[config.mk]
export PLATFORM = sky130hd
export DESIGN_NAME = core_decode_stage
export DESIGN_NICKNAME = d
export VERILOG_FILES = /design/src/rtl/core_pkg.sv /design/src/rtl/core_decode_comb.sv /design/src/rtl/core_decode_stage.sv
export SDC_FILE = /design/constraint.sdc
export NUM_CORES = 1
export LEC_CHECK = 0
export ABC_AREA = 1
export CORE_ASPECT_RATIO = 0.8
export CORE_MARGIN = 5
export CORE_UTILIZATION = 45
export CTS_CLUSTER_DIAMETER = 30
export DETAILED_ROUTE_END_ITERATION = 10
export DONT_BUFFER_PORTS = 1
export GPL_TIMING_DRIVEN = 0
export HOLD_SLACK_MARGIN = 0.12
export PLACE_DENSITY = 0.58
export SYNTH_ARGS = -nofsm -noshare
export SYNTH_HDL_FRONTEND = slang
export SYNTH_HIERARCHICAL = 1
export SYNTH_SLANG_ARGS = --single-unit
[constraint.sdc]
create_clock -name clk -period 2 [get_ports clk]
set_input_delay 0.4 -clock clk [delete_from_list [all_inputs] [get_ports clk]]
set_output_delay 0.4 -clock clk [all_outputs]
set_load 0.005 [all_outputs]
[src/rtl/core_pkg.sv]
// Shared types for the LETC core: opcode map, decode field enums,
// the decoded-bundle struct and the decode skid-buffer state.
package core_pkg;

  typedef logic [4:0] reg_idx_t;

  // Major opcode, instr[6:2] (instr[1:0] must be 2'b11)
  typedef enum logic [4:0] {
    OPCODE_LOAD     = 5'b00000,
    OPCODE_MISC_MEM = 5'b00011,
    OPCODE_OP_IMM   = 5'b00100,
    OPCODE_AUIPC    = 5'b00101,
    OPCODE_STORE    = 5'b01000,
    OPCODE_OP       = 5'b01100,
    OPCODE_LUI      = 5'b01101,
    OPCODE_BRANCH   = 5'b11000,
    OPCODE_JALR     = 5'b11001,
    OPCODE_JAL      = 5'b11011,
    OPCODE_SYSTEM   = 5'b11100
  } opcode_e;

  typedef enum logic [2:0] {
    INSTR_FORMAT_R     = 3'd0,
    INSTR_FORMAT_I     = 3'd1,
    INSTR_FORMAT_S     = 3'd2,
    INSTR_FORMAT_B     = 3'd3,
    INSTR_FORMAT_U     = 3'd4,
    INSTR_FORMAT_J     = 3'd5,
    INSTR_FORMAT_UIMM  = 3'd6,
    INSTR_FORMAT_OTHER = 3'd7
  } instr_format_e;

  typedef enum logic [1:0] {
    RD_SRC_ALU_RESULT  = 2'd0,
    RD_SRC_MEM_LOAD    = 2'd1,
    RD_SRC_CSR         = 2'd2,
    RD_SRC_NEXT_SEQ_PC = 2'd3
  } rd_src_e;

  typedef enum logic [1:0] {
    ALU_OP1_SRC_RS1      = 2'd0,
    ALU_OP1_SRC_PC       = 2'd1,
    ALU_OP1_SRC_CSR_UIMM = 2'd2
  } alu_op1_src_e;

  typedef enum logic [1:0] {
    ALU_OP2_SRC_RS2 = 2'd0,
    ALU_OP2_SRC_IMM = 2'd1
  } alu_op2_src_e;

  // Branch comparison, encoded as the BRANCH funct3 itself
  typedef enum logic [2:0] {
    CMP_OP_EQ  = 3'b000,
    CMP_OP_NE  = 3'b001,
    CMP_OP_LT  = 3'b100,
    CMP_OP_GE  = 3'b101,
    CMP_OP_LTU = 3'b110,
    CMP_OP_GEU = 3'b111
  } cmp_op_e;

  // SYSTEM funct3 values for the CSR instructions
  localparam logic [2:0] FUNCT3_ECALL_EBREAK = 3'b000;
  localparam logic [2:0] FUNCT3_CSRRW        = 3'b001;
  localparam logic [2:0] FUNCT3_CSRRS        = 3'b010;
  localparam logic [2:0] FUNCT3_CSRRC        = 3'b011;
  localparam logic [2:0] FUNCT3_CSRRWI       = 3'b101;
  localparam logic [2:0] FUNCT3_CSRRSI       = 3'b110;
  localparam logic [2:0] FUNCT3_CSRRCI       = 3'b111;

  typedef struct packed {
    reg_idx_t      rd_idx;
    reg_idx_t      rs1_idx;
    reg_idx_t      rs2_idx;
    logic [31:0]   imm;
    instr_format_e format;
    rd_src_e       rd_src;
    alu_op1_src_e  op1_src;
    alu_op2_src_e  op2_src;
    cmp_op_e       cmp_op;
    logic          rd_we;
    logic          illegal;
  } decode_out_s;

  typedef enum logic [1:0] {
    SKID_EMPTY = 2'd0,
    SKID_ONE   = 2'd1,
    SKID_TWO   = 2'd2
  } decode_skid_state_e;

endpackage

[src/rtl/core_decode_comb.sv]
// Purely combinational RV32I instruction classifier: raw word in,
// decoded bundle (indices, immediate, operand/result routing) out.
module core_decode_comb
  import core_pkg::*;
(
  input  logic [31:0] i_instr,
  output decode_out_s o_dec
);

  logic [2:0]    w_funct3;
  opcode_e       w_opcode;
  instr_format_e w_fmt;
  logic          w_we_allowed;
  logic          w_illegal;
  rd_src_e       w_rd_src;

  assign w_funct3 = i_instr[14:12];
  assign w_opcode = opcode_e'(i_instr[6:2]);

  // Classify opcode into format, rd source, write permission and legality
  always_comb begin
    w_fmt        = INSTR_FORMAT_OTHER;
    w_we_allowed = 1'b1;
    w_illegal    = 1'b1;
    w_rd_src     = RD_SRC_ALU_RESULT;
    if (i_instr[1:0] == 2'b11) begin
      w_illegal = 1'b0;
      case (w_opcode)
        OPCODE_LUI, OPCODE_AUIPC: w_fmt = INSTR_FORMAT_U;
        OPCODE_JAL: begin
          w_fmt    = INSTR_FORMAT_J;
          w_rd_src = RD_SRC_NEXT_SEQ_PC;
        end
        OPCODE_JALR: begin
          w_fmt    = INSTR_FORMAT_I;
          w_rd_src = RD_SRC_NEXT_SEQ_PC;
        end
        OPCODE_LOAD: begin
          w_fmt    = INSTR_FORMAT_I;
          w_rd_src = RD_SRC_MEM_LOAD;
        end
        OPCODE_OP_IMM: w_fmt = INSTR_FORMAT_I;
        OPCODE_MISC_MEM: begin
          w_fmt        = INSTR_FORMAT_I;
          w_we_allowed = 1'b0;
        end
        OPCODE_STORE: begin
          w_fmt        = INSTR_FORMAT_S;
          w_we_allowed = 1'b0;
        end
        OPCODE_BRANCH: begin
          w_fmt        = INSTR_FORMAT_B;
          w_we_allowed = 1'b0;
          w_illegal    = (w_funct3 == 3'b010) || (w_funct3 == 3'b011);
        end
        OPCODE_OP: w_fmt = INSTR_FORMAT_R;
        OPCODE_SYSTEM: begin
          if ((w_funct3 == FUNCT3_CSRRWI) || (w_funct3 == FUNCT3_CSRRSI) ||
              (w_funct3 == FUNCT3_CSRRCI))
            w_fmt = INSTR_FORMAT_UIMM;
          else
            w_fmt = INSTR_FORMAT_I;
          if (w_funct3 != FUNCT3_ECALL_EBREAK)
            w_rd_src = RD_SRC_CSR;
        end
        default: begin
          w_fmt     = INSTR_FORMAT_OTHER;
          w_illegal = 1'b1;
        end
      endcase
    end
  end

  // Assemble the bundle: immediate unscrambling and operand routing by format
  always_comb begin
    o_dec         = '0;
    o_dec.rd_idx  = i_instr[11:7];
    o_dec.rs1_idx = i_instr[19:15];
    o_dec.rs2_idx = i_instr[24:20];
    o_dec.format  = w_fmt;
    o_dec.rd_src  = w_rd_src;
    o_dec.illegal = w_illegal;
    o_dec.rd_we   = w_we_allowed && !w_illegal && (i_instr[11:7] != 5'd0);
    o_dec.cmp_op  = (w_opcode == OPCODE_BRANCH) ? cmp_op_e'(w_funct3) : CMP_OP_EQ;
    case (w_fmt)
      INSTR_FORMAT_I:    o_dec.imm = {{20{i_instr[31]}}, i_instr[31:20]};
      INSTR_FORMAT_S:    o_dec.imm = {{20{i_instr[31]}}, i_instr[31:25], i_instr[11:7]};
      INSTR_FORMAT_B:    o_dec.imm = {{19{i_instr[31]}}, i_instr[31], i_instr[7],
                                      i_instr[30:25], i_instr[11:8], 1'b0};
      INSTR_FORMAT_U:    o_dec.imm = {i_instr[31:12], 12'b0};
      INSTR_FORMAT_J:    o_dec.imm = {{11{i_instr[31]}}, i_instr[31], i_instr[19:12],
                                      i_instr[20], i_instr[30:21], 1'b0};
      INSTR_FORMAT_UIMM: o_dec.imm = {27'b0, i_instr[19:15]};
      default:           o_dec.imm = 32'b0;
    endcase
    if (w_fmt == INSTR_FORMAT_UIMM)
      o_dec.op1_src = ALU_OP1_SRC_CSR_UIMM;
    else if ((w_fmt != INSTR_FORMAT_OTHER) &&
             ((w_opcode == OPCODE_AUIPC) || (w_opcode == OPCODE_JAL) ||
              (w_opcode == OPCODE_BRANCH)))
      o_dec.op1_src = ALU_OP1_SRC_PC;
    else
      o_dec.op1_src = ALU_OP1_SRC_RS1;
    o_dec.op2_src = ((w_fmt == INSTR_FORMAT_R) || (w_fmt == INSTR_FORMAT_B)) ?
                    ALU_OP2_SRC_RS2 : ALU_OP2_SRC_IMM;
  end

endmodule

[src/rtl/core_decode_stage.sv]
// LETC decode stage: decodes on the input path, then holds results in an
// output register backed by a one-entry skid register so that both ready
// signals come straight from flops.
module core_decode_stage
  import core_pkg::*;
#(
  parameter int PC_WIDTH = 32
) (
  input  logic                clk,
  input  logic                rst,
  input  logic                i_flush,
  input  logic                i_if_valid,
  output logic                o_if_ready,
  input  logic [31:0]         i_if_instr,
  input  logic [PC_WIDTH-1:0] i_if_pc,
  output logic                o_ex_valid,
  input  logic                i_ex_ready,
  output logic [PC_WIDTH-1:0] o_ex_pc,
  output logic [4:0]          o_ex_rd_idx,
  output logic [4:0]          o_ex_rs1_idx,
  output logic [4:0]          o_ex_rs2_idx,
  output logic [31:0]         o_ex_imm,
  output logic [2:0]          o_ex_format,
  output logic [1:0]          o_ex_rd_src,
  output logic [1:0]          o_ex_op1_src,
  output logic [1:0]          o_ex_op2_src,
  output logic [2:0]          o_ex_cmp_op,
  output logic                o_ex_rd_we,
  output logic                o_ex_illegal
);

  decode_out_s        w_dec_p0;
  decode_out_s        r_out_p1;
  decode_out_s        r_skid_p1;
  logic [PC_WIDTH-1:0] r_out_pc_p1;
  logic [PC_WIDTH-1:0] r_skid_pc_p1;

  decode_skid_state_e r_state;
  decode_skid_state_e w_state_next;
  logic               r_ex_valid;
  logic               r_if_ready;
  logic               w_accept;
  logic               w_drain;
  logic               w_load_out;
  logic               w_out_from_skid;
  logic               w_load_skid;

  core_decode_comb u_decode_comb (
    .i_instr (i_if_instr),
    .o_dec   (w_dec_p0)
  );

  assign w_accept = i_if_valid && r_if_ready;
  assign w_drain  = r_ex_valid && i_ex_ready;

  // Skid-buffer occupancy plus registered valid/ready derived from next state
  always_ff @(posedge clk) begin
    if (rst) begin
      r_state    <= SKID_EMPTY;
      r_ex_valid <= 1'b0;
      r_if_ready <= 1'b1;
    end else begin
      r_state    <= w_state_next;
      r_ex_valid <= (w_state_next != SKID_EMPTY);
      r_if_ready <= (w_state_next != SKID_TWO);
    end
  end

  // Next-state and register load selection; flush overrides everything
  always_comb begin
    w_state_next    = r_state;
    w_load_out      = 1'b0;
    w_out_from_skid = 1'b0;
    w_load_skid     = 1'b0;
    if (i_flush) begin
      w_state_next = SKID_EMPTY;
    end else begin
      case (r_state)
        SKID_EMPTY: begin
          if (w_accept) begin
            w_state_next = SKID_ONE;
            w_load_out   = 1'b1;
          end
        end
        SKID_ONE: begin
          if (w_accept && w_drain) begin
            w_load_out = 1'b1;
          end else if (w_accept) begin
            w_state_next = SKID_TWO;
            w_load_skid  = 1'b1;
          end else if (w_drain) begin
            w_state_next = SKID_EMPTY;
          end
        end
        SKID_TWO: begin
          if (w_drain) begin
            w_state_next    = SKID_ONE;
            w_load_out      = 1'b1;
            w_out_from_skid = 1'b1;
          end
        end
        default: w_state_next = SKID_EMPTY;
      endcase
    end
  end

  // Stage boundary p0 -> p1: output and skid registers
  always_ff @(posedge clk) begin
    if (rst) begin
      r_out_p1     <= '0;
      r_out_pc_p1  <= '0;
      r_skid_p1    <= '0;
      r_skid_pc_p1 <= '0;
    end else begin
      if (w_load_out) begin
        r_out_p1    <= w_out_from_skid ? r_skid_p1 : w_dec_p0;
        r_out_pc_p1 <= w_out_from_skid ? r_skid_pc_p1 : i_if_pc;
      end
      if (w_load_skid) begin
        r_skid_p1    <= w_dec_p0;
        r_skid_pc_p1 <= i_if_pc;
      end
    end
  end

  assign o_if_ready   = r_if_ready;
  assign o_ex_valid   = r_ex_valid;
  assign o_ex_pc      = r_out_pc_p1;
  assign o_ex_rd_idx  = r_out_p1.rd_idx;
  assign o_ex_rs1_idx = r_out_p1.rs1_idx;
  assign o_ex_rs2_idx = r_out_p1.rs2_idx;
  assign o_ex_imm     = r_out_p1.imm;
  assign o_ex_format  = r_out_p1.format;
  assign o_ex_rd_src  = r_out_p1.rd_src;
  assign o_ex_op1_src = r_out_p1.op1_src;
  assign o_ex_op2_src = r_out_p1.op2_src;
  assign o_ex_cmp_op  = r_out_p1.cmp_op;
  assign o_ex_rd_we   = r_out_p1.rd_we;
  assign o_ex_illegal = r_out_p1.illegal;

endmodule

### Word level (Yosys, flattened, before mapping)

Cells that the tools add are included.

* register bits after elaboration: 190
* input bits: 69
* logic and storage cells: 111

* eq/ne operators: 26
* multiplexer cells: 34
* reductions and logical operators: 24

Operator list (number)
* 32-bit case mux with 6 select lines: 1
* 61-bit two-way mux: 1
* 32-bit two-way mux: 1
* 3-bit case mux with 7 select lines: 1
* 5-bit equality test, second input constant: 4
* 3-bit equality test, second input constant: 6
* 2-bit two-way mux: 9
* 5-bit by 4-bit equality test with 1-bit output, second input constant: 3
* 1-bit two-way mux: 14
* 3-bit by 2-bit equality test with 1-bit output, second input constant: 4
* 2-bit case mux with 3 select lines: 2
* 5-bit by 3-bit equality test with 1-bit output, second input constant: 2
* 10-bit OR reduction: 1
* 3-bit two-way mux: 3
* 1-bit logical AND: 6
* 1-bit logical OR: 6
* 5-bit by 2-bit equality test with 1-bit output, second input constant: 1
* 5-bit zero test: 1
* 5-bit nonzero test: 1
* 2-bit equality test, second input constant: 2
* 2-bit OR reduction: 2
* 4-bit OR reduction: 1
* 3-bit by 1-bit equality test with 1-bit output, second input constant: 1
* 3-bit zero test: 1
* other kinds (10): 10

### Depth between registers and ports, before layout

Gate-level depths: netlist (run 1).

* word-level depth: 11
* mapped depth: 16

### Hierarchy

Netlist (run 1), hierarchy kept.

By module, submodules not included
* core_decode_stage: instances 1, cells each 1425, area each 8813.5 um^2, seq. area each 3803.6 um^2
* core_decode_comb: instances 1, cells each 195, area each 955.9 um^2, seq. area each 0.0 um^2

### Worst setup path after synthesis (run 1)

No wires, ideal clock.

* path kind: input-to-reg
* start: in i_if_instr[6]
* end: reg r_out_p1 (netlist bit o_ex_imm[26])
* setup time: 0.112 ns
* arrival: 1.732 ns
* path slack: 0.156 ns
* stages: 15
* buffers on the path: 2
* cell sequence: buf_4 inv_1 nand3_1 nand2_1 nor2_2 nand2_4 nand2_4 nand2_1 nand3_2 buf_6 nand3_1 nand2_1 nand3_1 nor2_1 nor2_1

RTL lines
* start: declaration: line core_decode_stage.sv:14 `input logic [31:0] i_if_instr,`
* end signal: assignment: line core_decode_stage.sv:116 `r_out_p1 <= w_out_from_skid ? r_skid_p1 : w_dec_p0;`
* end: declaration: line core_decode_stage.sv:33 `decode_out_s r_out_p1;`

### Worst setup path in the final report (run 1)

* start: reg r_ex_valid (netlist: o_ex_valid)
* end: reg r_out_p1 (netlist bit o_ex_imm[2])

* word-level cells in the longest chain between the ends: 5
* elaborated cells on any way between the ends: 9
* those cells by class: mux (7); reduce/logical (2)

Ends and longest elaborated chain
* start: declaration: line core_decode_stage.sv:40 `logic r_ex_valid;`
* start signal: assignment: line core_decode_stage.sv:64 `r_ex_valid <= (w_state_next != SKID_EMPTY);`
* 1-bit logical AND (*): line core_decode_stage.sv:54 `assign w_drain = r_ex_valid && i_ex_ready;`
* 1-bit logical AND / 1-bit two-way mux (equally long branches): line core_decode_stage.sv:86, core_decode_stage.sv:96
* 1-bit two-way mux (on tied branches): line core_decode_stage.sv:86, core_decode_stage.sv:78
* 1-bit case mux with 3 select lines / 1-bit two-way mux (equally long branches): line core_decode_stage.sv:78, core_decode_stage.sv:75
* 1-bit two-way mux / 61-bit two-way mux (equally long branches): line core_decode_stage.sv:75, core_decode_stage.sv:116

Mark *: on every way between the ends. The rest lies on a longest branch, timed or not.
A chain may end at the register's enable or synchronous reset.

==> results of run 1 <==
[cells in the final DEF, fill, tap and decap left out, types with 4 or more instances in the layout]
master	count
dlygate4sd3_1	5
clkbuf_1	33
clkbuf_2	4
nor2_1	488
nand3_2	5
buf_6	9
nand2_2	5
o21ai_0	61
dfxtp_1	190
clkbuf_16	17
inv_2	9
buf_4	22
inv_1	209
buf_2	42
nand2_1	350
nand4_1	4
nor2_2	12
nand3_1	125
o21ai_1	35
[repair_timing]
item                                    4_1_cts  5_1_grt
endpoints found under the hold margin         5        0
endpoints found under the setup margin       93       77
resized for setup                             6       10
hold buffers                                  5        0
[stage by stage]
stage / hold WS (ns) / utilization [%] / setup TNS, ns / cell area [um2] / setup WS, ns
after detailed placement: 0.472 / 47.2 / -16.04 / 10100 / -0.266
final: 0.136 / 50.3 / 0 / 10800 / 0.102
after global routing: 0.121 / 50.3 / 0 / 10800 / 0.0234
after floorplan: 0.454 / - / 0 / 9770 / 0.156
after CTS: 0.121 / 50.3 / 0 / 10800 / 0.0107
after global placement: 0.464 / 47.2 / -16.90 / 10100 / -0.281
[cells by family after synthesis]
kind of cell / count (synthesis) / share of synthesized area [%]
simple gates: 994 / 40.8
buf+inv: 330 / 14.7
flops: 190 / 38.9
compound gates: 105 / 5.51
other cells: 1 / 0.0384
[registers in the layout, indices dropped and copies added (netlist names)]
register      count
o_ex_op2_src      2
o_ex_rs2_idx      5
o_ex_valid        1
o_if_ready        1
o_ex_rd_idx       5
r_skid_p1        61
r_skid_pc_p1     32
o_ex_op1_src      2
o_ex_rs1_idx      5
o_ex_rd_we        1
r_state           2
o_ex_rd_src       2
o_ex_pc          32
o_ex_illegal      1
o_ex_cmp_op       3
o_ex_imm         32
o_ex_format       3
[worst register-to-register path, delay by kind of cell, from the launching register on]
family	cells	cell delay (ns)
AO/OA/AOI/OAI	1	0.28
flip-flops	1	0.41
AND/OR/NAND/NOR	4	0.51
buffers and inverters	2	0.59
[final timing paths]
| path | cells after the start | endpoint | start | slack (ns) |
|---|---|---|---|---|
| max | 7 | o_ex_imm[2] | o_ex_valid | 0.10 |
| min | 2 | r_skid_pc_p1[0] | i_if_pc[0] | 0.14 |
| max reg2reg | 7 | o_ex_imm[2] | o_ex_valid | 0.10 |
| min reg2reg | 2 | r_skid_pc_p1[0] | r_skid_pc_p1[0] | 0.48 |
[routing by layer]
layer	track usage (%)	routed length [um]	up-vias
met5	0	0	-
met4	6.12	477	0
met3	6.45	2360	32
met2	34.9	12300	242
met1	31.8	13400	4079
li1	-	-	4867
[power by group through the flow]
stage | registers (mW) | clock network, mW | logic (mW)
floorplan | 4.15 | 0 | 0.758
global placement | 4.19 | 0 | 0.952
detailed placement | 4.19 | 0 | 0.965
CTS | 4.11 | 3.60 | 0.982
global route | 4.12 | 3.75 | 1.14
finish | 4.10 | 3.52 | 0.980
[area by class of cell]
type | instances | area, um2
buffer | 111 | 628
multi-input combinational | 1100 | 4550
inverter | 219 | 822
fill | 2286 | 10700
tap | 275 | 344
clock inverter | 12 | 151
sequential | 190 | 3800
clock buffer | 18 | 439
timing repair buffer | 5 | 50.0
==> flow_summary.yaml, run 1 <==
setup_path:
  crit_required_ns: 2.32
  crit_chain: "nand2_2, a21oi_4, clkbuf_4, buf_2, nand3_1, nor2_1, nor2_1"
  cp-start-kind: "flip-flop"
  cp_slowest_stage_delay_ns: 0.41
  critical-path-top-delay-family: "buffers and inverters"
  path_max_fanout: 10
  critPathBufInv: 2
  cpMaxStageDelayCell: "dfxtp_1"
  critical_path_class: "flip-flop to flip-flop"
  end_kind: "flip-flop"
  cp_common_cell: "nor2_1"
  worstPathArrival_ns: 2.22
yosys:
  netlist_area_um2: 9770
  ys.flop_type: "dfxtp_1"
  synth-seq-cells: 190
  yosysSeqAreaShare_pct: 38.9
  async_flop_share_pct: 0
  ys_top_cells_by_count: "nor2_1, nand2_1, inv_1"
  synthDistinctLibCells: 26
  yosysMostFrequentCell: "nor2_1"
  synth_nets: 1689
  syn-instance-count: 1620
  avgSynthCellArea_um2: 6.03
  synth_top_area_share_pct: 38.9
  ys_warn_count: 6
  yosysTopAreaCell: "dfxtp_1"
  synth.area.top_cells: "dfxtp_1, nor2_1, nand2_1"
  synth-edff-count: 0
clock_tree:
  cts_tree: "built"
  clockBufferDepth: 2
  clkSinkCount: 190
  cts_setup_buffers: 0
  clkTransAtPathRegs_ns: 0.08
  htreeDepth: 4
  worstSkewPairLatency_ns: 0.43
  root_buffer: "clkbuf_16"
  cts_made_buffers: 17
floorplan:
  start_util_pct: 45.6
  ios: 164
  dieArea_um2: 24800
  die_w_um: 175
  core_um2: 21400
  die_h_um: 142
  rows: 48
worst_hold_path:
  hp-class: "primary input to flip-flop"
routing:
  drt_pass1_iterations: 5
  ant_nets: 0
  avgRoutedWirePerCell_um: 14.8
  via_count: 9220
  via_per_inst: 4.78
  drt-initial-drc-count: 631
  drt-total-wl_um: 28600
  drcViolationCount: 0
place:
  gp_congestion: 0.897
  placed_cells: 1895
  port_buffers: 0
  dpl.hpwl_um: 20800
pwr:
  swShare_pct: 27.6
  p_comb_share_pct: 11.4
  internal-power_mw: 6.22
  p_leak_nw: 4.94
  irDropWorstVdd_mv: 0.474
  p_switching_mw: 2.37
  clockPowerShare_pct: 40.9
  p_total_mw: 8.60
  power_density_nw_per_um2: 797
  seq_power_share_pct: 47.7
timing:
  min_period_over_period_pct: 94.9
  worst_slew_pin_slew_ns: 0.818
  slew_headroom_pct: 45.5
  max_freq_mhz: 527
  finalCriticalPeriod_ns: 1.90
  rsz0062_at_grt: "false"
  skew_ns: 0.0139
  hold_viol_final: 0
  maxSlewViolCount: 0
  finalSetupViolCount: 0
layout:
  n_antenna_cell: 0
  area_growth_pct: 10.5
  layout-drive-gt1-share_pct: 8.64
  instances_no_fill: 1930
  nets: 1713
job:
  max-cap-violations: 0
global_route:
  grt.total_usage_pct: 22.8
  grt_pass1_wl_um: 45300
  grt_overflow_total: 0
  grt_pass1_vias: 8357
  grt_max_degree: 18
  antenna_found_initial: 0
run_status:
  status: "completed"
No activity file was read; power rests on OpenSTA's default activity.
==> run 2: changes to the inputs <==
Settings changed: REMOVE_ABC_BUFFERS set to 1.
==> run 2 against run 1 <==
Against the previous run:
- global-route usage rose by 0.73 points
- largest power group unchanged
- register-to-register slack better by 0.04 ns
- cell area is 2.4% higher
- utilization up 1.2 points
- sequential power hardly changed
- worst setup slack improved by 0.036 ns
- sequential share of layout area down 0.80 points
- worst hold slack got worse by 0.00051 ns
==> flow_summary.yaml, run 2 (same netlist as run 1, synthesis figures left out) <==
run_status:
  status: "completed"
setup_path:
  cp_common_cell: "nand2_1"
  worstReg2RegStart: "o_ex_valid"
  r2r_cells: 8
  endpoint: "o_ex_rd_src[0]"
  end_kind: "flip-flop"
  r2r_end: "o_ex_rd_src[0]"
  cp_slowest_stage_delay_ns: 0.40
  path_depth: 8
  path_max_fanout: 31
  cp-start-kind: "flip-flop"
  cpMaxStageDelayCell: "dfxtp_1"
  critPathBufInv: 2
  crit_start: "o_ex_valid"
  critical_path_class: "flip-flop to flip-flop"
  critical-path-top-delay-family: "simple AND/OR/NAND/NOR gates"
  worstPathArrival_ns: 2.23
  crit_chain: "nand2_4, a21oi_4, buf_12, nand2_8, clkbuf_16, nand2_1, nand2_1, nor2_1"
  crit_required_ns: 2.37
  reg2reg_setup_slack_ns: 0.14
floorplan:
  core_um2: 21400
  die_h_um: 142
  rows: 48
  dieArea_um2: 24800
  die_w_um: 175
  start_util_pct: 45.6
  ios: 164
layout:
  layout-drive-gt1-share_pct: 6.69
  n_antenna_cell: 0
  final_cell_mix: "nor2_1, nand2_1, inv_1, dfxtp_1, nand3_1"
  top_register: "r_skid_p1"
  nets: 1656
  layout_commonest_cell: "nor2_1"
  instances_no_fill: 1875
  final_area_um2: 11000
  fillers: 2260
  largest_reg_flops: 61
  area_growth_pct: 13.1
clock_tree:
  clockBufferDepth: 2
  root_buffer: "clkbuf_16"
  cts_tree: "built"
  worstSkewPairLatency_ns: 0.44
  clkSinkCount: 190
  cts_made_buffers: 17
  clkTransAtPathRegs_ns: 0.08
  htreeDepth: 4
timing:
  skew_ns: 0.0140
  worst_slew_pin_slew_ns: 0.793
  rsz0062_at_grt: "false"
  setup_slack_ns: 0.139
  max_freq_mhz: 537
  finalSetupViolCount: 0
  finalCriticalPeriod_ns: 1.86
  hold_viol_final: 0
  maxSlewViolCount: 0
  min_period_over_period_pct: 93.1
  setup_tns_ns: 0
  slew_headroom_pct: 47.1
routing:
  drt-total-wl_um: 29600
  drcViolationCount: 0
  ant_nets: 0
  via_count: 9083
  drt_pass1_iterations: 5
  avgRoutedWirePerCell_um: 15.8
  via_per_inst: 4.84
  drt-initial-drc-count: 674
place:
  gp_congestion: 0.834
  dpl.hpwl_um: 15300
  placed_cells: 1794
  place_ws_ns: -0.717
  port_buffers: 0
  place_area_um2: 9810
pwr:
  irDropWorstVdd_mv: 0.568
  power_density_nw_per_um2: 775
  p_total_mw: 8.56
  p_leak_nw: 4.97
global_route:
  antenna_found_initial: 1
  grt_overflow_total: 0
  grt_max_degree: 131
  grt_pass1_vias: 8503
  grt_pass1_wl_um: 46700
  grt.total_usage_pct: 23.6
worst_hold_path:
  hp-class: "primary input to flip-flop"
job:
  max-cap-violations: 0
==> run 2: timing repair <==
item                                    CTS  global route
endpoints found under the setup margin  186            78
setup buffers                            12             0
endpoints found under the hold margin    24             0
pin swaps                                 8             0
gates cloned                             12             1
resized for setup                        15             7
hold buffers                             24             0
==> run 2: worst min-delay path by stage <==
stage | from | endpoint | cells after the start
final | i_if_pc[12] | r_skid_pc_p1[12] | 2
after CTS | i_if_pc[19] | r_skid_pc_p1[19] | 2
after detailed placement | r_skid_p1[11] | r_skid_p1[11] | 2
after floorplan | r_skid_p1[14] | r_skid_p1[14] | 2
after global routing | i_if_pc[25] | r_skid_pc_p1[25] | 2
after global placement | r_skid_p1[19] | r_skid_p1[19] | 2
==> run 2: power by group <==
part | switching [mW] | internal, mW | total (mW)
sequential | 0.140 | 3.97 | 4.11
combinational | 0.662 | 0.405 | 1.07
clock | 1.72 | 1.67 | 3.39
total | 2.52 | 6.04 | 8.56
==> run 2: routing by layer <==
layer | part of all wire (%) | wire length [um] | track usage, % | up-vias
met5 | 0.044 | 13 | 0 | -
met4 | 1.2 | 349 | 5.29 | 2
met3 | 6.9 | 2030 | 5.83 | 33
met2 | 45 | 13300 | 38.4 | 212
met1 | 47 | 13800 | 31.9 | 4056
li1 | - | - | - | 4780
==> run 2: final cells by class <==
type                            instances  area (um2)  area share (%)
Multi-Input combinational cell       1108        4730            42.9
Tap cell                              275         344            3.11
Timing Repair Buffer                   51         741            6.71
Clock inverter                         14         149            1.35
Clock buffer                           18         429            3.88
Inverter                              219         843            7.63
Sequential cell                       190        3810            34.5
==> run 2: stage by stage <==
step,hold slack (ns),util (%)
floorplan,0.455,-
global placement,0.462,44.3
detailed placement,0.471,45.8
CTS,0.121,51.3
global route,0.134,51.5
finish,0.135,51.5
